<file path="config.mk">
export PLATFORM = sky130hd
export DESIGN_NAME = fdxmw_sequencer
export DESIGN_NICKNAME = d
export VERILOG_FILES = /design/src/rtl/proc_pkg.sv /design/src/rtl/fdxmw_sequencer_sat_counter.sv /design/src/rtl/fdxmw_sequencer.sv
export SDC_FILE = /design/constraint.sdc
export NUM_CORES = 1
export LEC_CHECK = 0
export CAP_MARGIN = 20
export CORE_MARGIN = 2
export CORE_UTILIZATION = 35
export DETAILED_ROUTE_END_ITERATION = 12
export HOLD_SLACK_MARGIN = 0.15
export SLEW_MARGIN = 20
export SYNTH_ARGS = -nofsm -noshare
export SYNTH_HDL_FRONTEND = slang
export SYNTH_HIERARCHICAL = 1
export SYNTH_SLANG_ARGS = --single-unit
</file>
<file path="constraint.sdc">
create_clock -name clk -period 3.3 [get_ports clk]
set_input_delay 0.825 -clock clk [delete_from_list [all_inputs] [get_ports clk]]
set_output_delay 0.825 -clock clk [all_outputs]
set_load 0.01 [all_outputs]
</file>
<file path="src/rtl/proc_pkg.sv">
// Shared types for the 13-bit processor control path: stage encoding and memory opcodes.
package proc_pkg;

  localparam int INST_W = 13;

  typedef enum logic [2:0] {
    FETCH     = 3'd0,
    DECODE    = 3'd1,
    EXECUTE   = 3'd2,
    MEMORY    = 3'd3,
    WRITEBACK = 3'd4,
    HALT      = 3'd5
  } stage_t;

  localparam logic [3:0] OP_STORE = 4'b1110;
  localparam logic [3:0] OP_LOAD  = 4'b1111;

  function automatic logic is_mem_op(input logic [3:0] op);
    return (op == OP_STORE) || (op == OP_LOAD);
  endfunction

endpackage

</file>
<file path="src/rtl/fdxmw_sequencer_sat_counter.sv">
// Saturating up-counter; increments on inc, sticks at all-ones.
module sat_counter #(
  parameter int W = 16
) (
  input  logic         clk,
  input  logic         rst_n,
  input  logic         inc,
  output logic [W-1:0] count
);

  always_ff @(posedge clk or negedge rst_n) begin
    if (!rst_n) begin
      count <= '0;
    end else if (inc && (count != '1)) begin
      count <= count + W'(1);
    end
  end

endmodule

</file>
<file path="src/rtl/fdxmw_sequencer.sv">
// Multi-cycle FETCH/DECODE/EXECUTE/MEMORY/WRITEBACK sequencer owning pc and ir; one instruction in flight.
// Optional HALT-on-zero-instruction behaviour enabled by defining SEQ_HALT_EN.
module fdxmw_sequencer #(
  parameter int              PC_W     = 8,
  parameter int              INST_W   = proc_pkg::INST_W,
  parameter logic [PC_W-1:0] RESET_PC = '0,
  parameter int              CNT_W    = 16
) (
  input  logic              clk,
  input  logic              rst_n,
  input  logic              run,
  output logic              imem_req,
  output logic [PC_W-1:0]   imem_addr,
  input  logic              imem_ack,
  input  logic [INST_W-1:0] imem_data,
  output logic [INST_W-1:0] ir,
  output logic [2:0]        stage,
  output logic              rf_rd_en,
  output logic              alu_en,
  output logic              dmem_req,
  output logic              dmem_we,
  output logic [3:0]        dmem_addr,
  input  logic              dmem_ack,
  output logic              rf_we,
  output logic              retired,
  output logic [CNT_W-1:0]  retire_cnt,
  output logic              halted
);

  import proc_pkg::*;

  stage_t          state;
  logic [PC_W-1:0] pc;
  logic [3:0]      opcode;
  logic            is_mem;
  logic            is_store;
  logic            halt_retire;

  assign opcode   = ir[12:9];
  assign is_mem   = is_mem_op(opcode);
  assign is_store = (opcode == OP_STORE);

  // imem_req is registered: it is loaded from run on entry to FETCH and, once
  // high, held until the ack so the fetch address cannot move under it.
  always_ff @(posedge clk or negedge rst_n) begin
    if (!rst_n) begin
      state    <= FETCH;
      pc       <= RESET_PC;
      ir       <= '0;
      imem_req <= 1'b0;
    end else begin
      case (state)
        FETCH: begin
          if (imem_req && imem_ack) begin
            ir       <= imem_data;
            pc       <= pc + PC_W'(1);
            imem_req <= 1'b0;
            state    <= DECODE;
          end else if (!imem_req) begin
            imem_req <= run;
          end
        end
        DECODE: begin
`ifdef SEQ_HALT_EN
          if (ir == '0) state <= HALT;
          else          state <= EXECUTE;
`else
          state <= EXECUTE;
`endif
        end
        EXECUTE: state <= is_mem ? MEMORY : WRITEBACK;
        MEMORY: begin
          if (dmem_ack) begin
            if (is_store) begin
              state    <= FETCH;
              imem_req <= run;
            end else begin
              state <= WRITEBACK;
            end
          end
        end
        WRITEBACK: begin
          state    <= FETCH;
          imem_req <= run;
        end
`ifdef SEQ_HALT_EN
        HALT:    state <= HALT;
`endif
        default: state <= FETCH;
      endcase
    end
  end

`ifdef SEQ_HALT_EN
  logic halt_done;

  always_ff @(posedge clk or negedge rst_n) begin
    if (!rst_n)              halt_done <= 1'b0;
    else if (state == HALT)  halt_done <= 1'b1;
  end

  assign halted      = (state == HALT);
  assign halt_retire = halted && !halt_done;
`else
  assign halted      = 1'b0;
  assign halt_retire = 1'b0;
`endif

  assign imem_addr = pc;
  assign stage     = state;
  assign rf_rd_en  = (state == DECODE);
  assign alu_en    = (state == EXECUTE) && !is_mem;
  assign dmem_req  = (state == MEMORY);
  assign dmem_we   = dmem_req && is_store;
  assign dmem_addr = ir[8:5];
  assign rf_we     = (state == WRITEBACK);
  // A store completes in MEMORY, so its retire pulse rides on the ack cycle.
  assign retired   = rf_we || (dmem_req && dmem_ack && is_store) || halt_retire;

  sat_counter #(.W(CNT_W)) u_retire_cnt (
    .clk   (clk),
    .rst_n (rst_n),
    .inc   (retired),
    .count (retire_cnt)
  );

endmodule

</file>
After elaboration in Yosys (flattened, before gate mapping)
Cells that the tools add are included.
Operators by class
  $add $sub $neg: 2
  equal/unequal tests: 10
  muxes and demuxes: 10
  reductions and logical operators: 14
Operators by type and width (number)
  $add 16x1->16 const B: 1
  $ne 16x16->1 const B: 1
  $mux 3: 4
  $pmux 3 s4: 1
  $add 8x1->8 const B: 1
  $eq 4x4->1 const B: 2
  $eq 3x2->1 const B: 2
  $logic_and 1x1->1: 6
  $mux 1: 4
  $ne 2x1->1 const B: 2
  $reduce_and 2->1: 2
  $eq 3x1->1 const B: 1
  $eq 3x3->1 const B: 1
  $logic_not 3->1: 1
  $pmux 1 s3: 1
  $reduce_and 3->1: 1
  $reduce_bool 3->1: 1
  $logic_or 1x1->1: 2
  $ne 2x2->1 const B: 1
  $logic_not 1->1: 1
Storage, ports and cells
  register bits after elaboration: 41
  input bits: 18
  output and inout bits: 52
  logic and storage cells: 41

Logic depth before layout (Yosys ltp)
  depth after elaboration: 5
  depth in mapped cells: 8
  gate-level depth less buffers: 7

By module
Netlist, hierarchy kept.
Modules (own cells, without submodules)
  fdxmw_sequencer: times used 1, cells each 129, area each 1228.7 um^2, sequential area each 625.6 um^2
  sat_counter: times used 1, cells each 72, area each 859.6 um^2, sequential area each 400.4 um^2

Worst setup path before layout
OpenSTA, ideal clock, no wires.
  path kind: register -> output
  start point: register state[2], in the netlist stage[2]
  end point: output port retired
  data arrival time: 1.413 ns
  data required time: 2.475 ns
  setup slack: 1.062 ns
  cell stages (with the launch flop): 5
  buffers on the path: 1
  cell sequence: dfrtp_1 -> buf_2 -> nand2b_1 -> nor4_2 -> a21o_1
Between the ends
  longest elaborated chain between the ends: 4
  elaborated cells on any way between the ends: 5
  those cells by class: eq/ne (2); reduce/logical (3)
RTL lines
  from (decl): RTL line fdxmw_sequencer.sv:32  | stage_t state;
  from (signal assigned): RTL line fdxmw_sequencer.sv:71  | EXECUTE: state <= is_mem ? MEMORY : WRITEBACK;
  $eq 3x2->1: RTL line fdxmw_sequencer.sv:113  | assign dmem_req = (state == MEMORY);
  $logic_and 1x1->1 (2 in series): RTL line fdxmw_sequencer.sv:118  | assign retired = rf_we || (dmem_req && dmem_ack && is_store) || halt_retire;
  $logic_or 1x1->1 *: RTL line fdxmw_sequencer.sv:118
  to (decl): RTL line fdxmw_sequencer.sv:25  | output logic retired,
Every way passes the cells marked *; elsewhere a longest branch is shown, timed or not.

Worst setup path after layout
  start point: register state[0], in the netlist stage[0]
  end point: output port retired
Same word-level chain as after synthesis.

==> reports/metrics.cfg <==
[cts]
post_cts_resized = 0
cts_buffers = 5
cts-root-buf = clkbuf_8
clk_pin_slew_ps = 80
clockBufferDepth = 2
worstSkewPairLatency_ps = 290
post_cts_buffers = 0
cts.htree.levels = 2
holdBufCountCts = 0
cts_sinks = 41
cts_tree = done

[synthesis]
synth_area_leaders = dfrtp_1 49%, nand2_1 9.5%, xnor2_1 4.2%
synth_nets = 221
synth_edf_count = 0
syn_inst = 201
synth_cell_types = 45
yosysTopAreaCellShare = 0.491
synthTopCellsByCount = 53 x nand2_1, 41 x dfrtp_1, 10 x nand4_1, 10 x xnor2_1, 8 x nand3_1
synth-seq-area-share = 0.491
synth_warnings = 6
avgSynthCellArea_sq_um = 10.4
syn_area_sq_um = 2090
synth_top_area_cell = dfrtp_1
ys_seq_elements = 41
yosysMostFrequentCell = nand2_1
synth_flop_cell = dfrtp_1
synth-async-reset-ratio = 1.00

[final_layout]
register_area_sq_um = 1030
multi_input_area_sq_um = 971
fillCellCount = 544
diodes = 0
num-nets-final = 288
drive_gt1_frac = 0.100
areaGrowthSynthToFinish_pct = 40.5

[worst_hold_path]
hold-path-endpoint = ir[0]
hold_class = reg2reg
min_path_cells = 2
worstHoldStart = ir[0]

[global_route]
grt_pass1_vias = 1602
grt_max_degree = 42
antenna_found_initial = 0
grt-ovfl-total = 0
grt_pass1_wl_microns = 7820
track_usage = 0.154

[die]
fp.dieArea_sq_um = 6600
die_h_microns = 81.2
ioPinCount = 70
row_count = 28
start_util = 0.357
core-area_sq_um = 5850
die_w_microns = 81.2

[sta]
period_share = 0.926
max-slew-margin-rel = 0.379
fin_hold_ws_ps = 482
worst_slew_pin_slew_ps = 932
max_freq_mhz = 327
hold_viol = 0
finClkSkew_ps = 2.47
grt_setup_unrepaired = false
fin_setup_tns_ps = 0
fin_crit_ps = 3060
worst_slack_ps = 243
finalSetupViolations = 0
maxSlewViolCount = 0

[detailed_routing]
drt_iter0_markers = 107
ant_nets = 0
routed_wl_microns = 4670
via_count = 1692
wl_per_cell_microns = 13.6
drt_drc_violations_left = 0
firstDrtPassIters = 4
vias_per_cell = 4.92

[power]
powerDensity_nw_per_um2 = 763
p_leak_uw = 0.00131
worst_ir_drop_vdd_uv = 337

[placed_design]
gp_congestion = 0.754
hpwlAfterDp_microns = 3350
place_ws_ps = 380
io_buffer_count = 68

[critical_path]
cp_cell_sequence = inv_1 > nor4_2 > a21o_1 > clkdlybuf4s50_1
cp.arrival_ps = 2230
slowest_stage = dfrtp_1
end_kind = output pin
slowest_delay_ps = 610
reg2reg_from = stage[0]
crit_fanout = 13
worst-setup-path-type = reg2out
cp-start-kind = flop
rr_worst_depth = 8
required_ps = 2470
reg2reg_slack_ps = 910
r2r-end = u_retire_cnt/count[7]

[job]
drv_cap = 0

[outcome]
status = complete, no violations

## worst max-delay path, delay by kind of cell, from the launching register on
kind | cells | cell delay (ps)
AO/OA/AOI/OAI | 1 | 210
buffers and inverters | 2 | 730
flip-flops | 1 | 610
AND/OR/NAND/NOR | 1 | 390
## where the power goes
group / internal (uW) / total [uW] / switching [uW] / leakage (uW)
Sequential: 654 / 845 / 191 / 0.000535
Combinational: 509 / 909 / 400 / 0.000709
Clock: 301 / 485 / 184 / 0.0000681
Total: 1460 / 2240 / 775 / 0.00131
## registers in the layout, indices dropped and copies added (netlist names)
| name | cells |
|---|---|
| imem_addr | 8 |
| imem_req | 1 |
| ir | 13 |
| stage | 3 |
| u_retire_cnt/count | 16 |
## metal layers
layer	vias up	track usage	routed length (microns)
li1	835	-	-
met1	809	0.222	2330
met2	43	0.231	2090
met3	5	0.0389	212
met4	0	0.0407	36
met5	-	0	0
## per-stage QoR
stage	util	cell area, sq um	power, uW	instances
3_3_place_gp	0.479	2800	1770	336
6_report	0.501	2930	2240	344
2_1_floorplan	-	2090	1310	201
5_1_grt	0.501	2930	2400	344
4_1_cts	0.501	2930	2270	344
3_5_place_dp	0.479	2800	1780	336
## area by class of cell
class	instances	area share
clock inverter	3	0.0222
timing repair buffer	71	0.238
clock buffer	5	0.0235
multi-input combinational	146	0.331
inverter	3	0.00384
tap	75	0.0320
sequential	41	0.350
## cells in the final DEF (no fill, tap or decap), types with 2 or more instances in the layout
cell and n:
clkdlybuf4s50_1 67, nand2_1 53, dfrtp_1 41, nand4_1 10
xnor2_1 10, nand3_1 8, a21oi_1 7, clkbuf_8 5
o21a_1 5, and3_1 4, nor2_1 4, xor2_1 4
inv_1 3, nor4_4 3, buf_4 3, a31oi_1 3
nor3_1 2, a21o_1 2, o21ai_0 2, mux2i_1 2
nor3_4 2, ha_1 2, bufinv_16 2
## cells by family (layout without fill, tap and decap cells)
family,count (synthesis),in the layout,synth area share
XOR/XNOR,14,14,0.0587
AO/OA/AOI/OAI,25,25,0.0863
AND/OR/NAND/NOR,101,101,0.291
adder cells (fa/ha/maj),2,2,0.0120
flip-flops,41,41,0.491
multiplexers,3,3,0.0150
other,1,1,0.00180
buffers and inverters,14,82,0.0437
## worst max path at each step
stage               startpoint  endpoint  cells after the start
floorplan             stage[2]   retired                      4
global placement      dmem_ack   retired                      3
detailed placement    dmem_ack   retired                      3
CTS                   stage[0]   retired                      4
global route          stage[0]   retired                      4
finish                stage[0]   retired                      4
(Power assumes the default switching activity.)
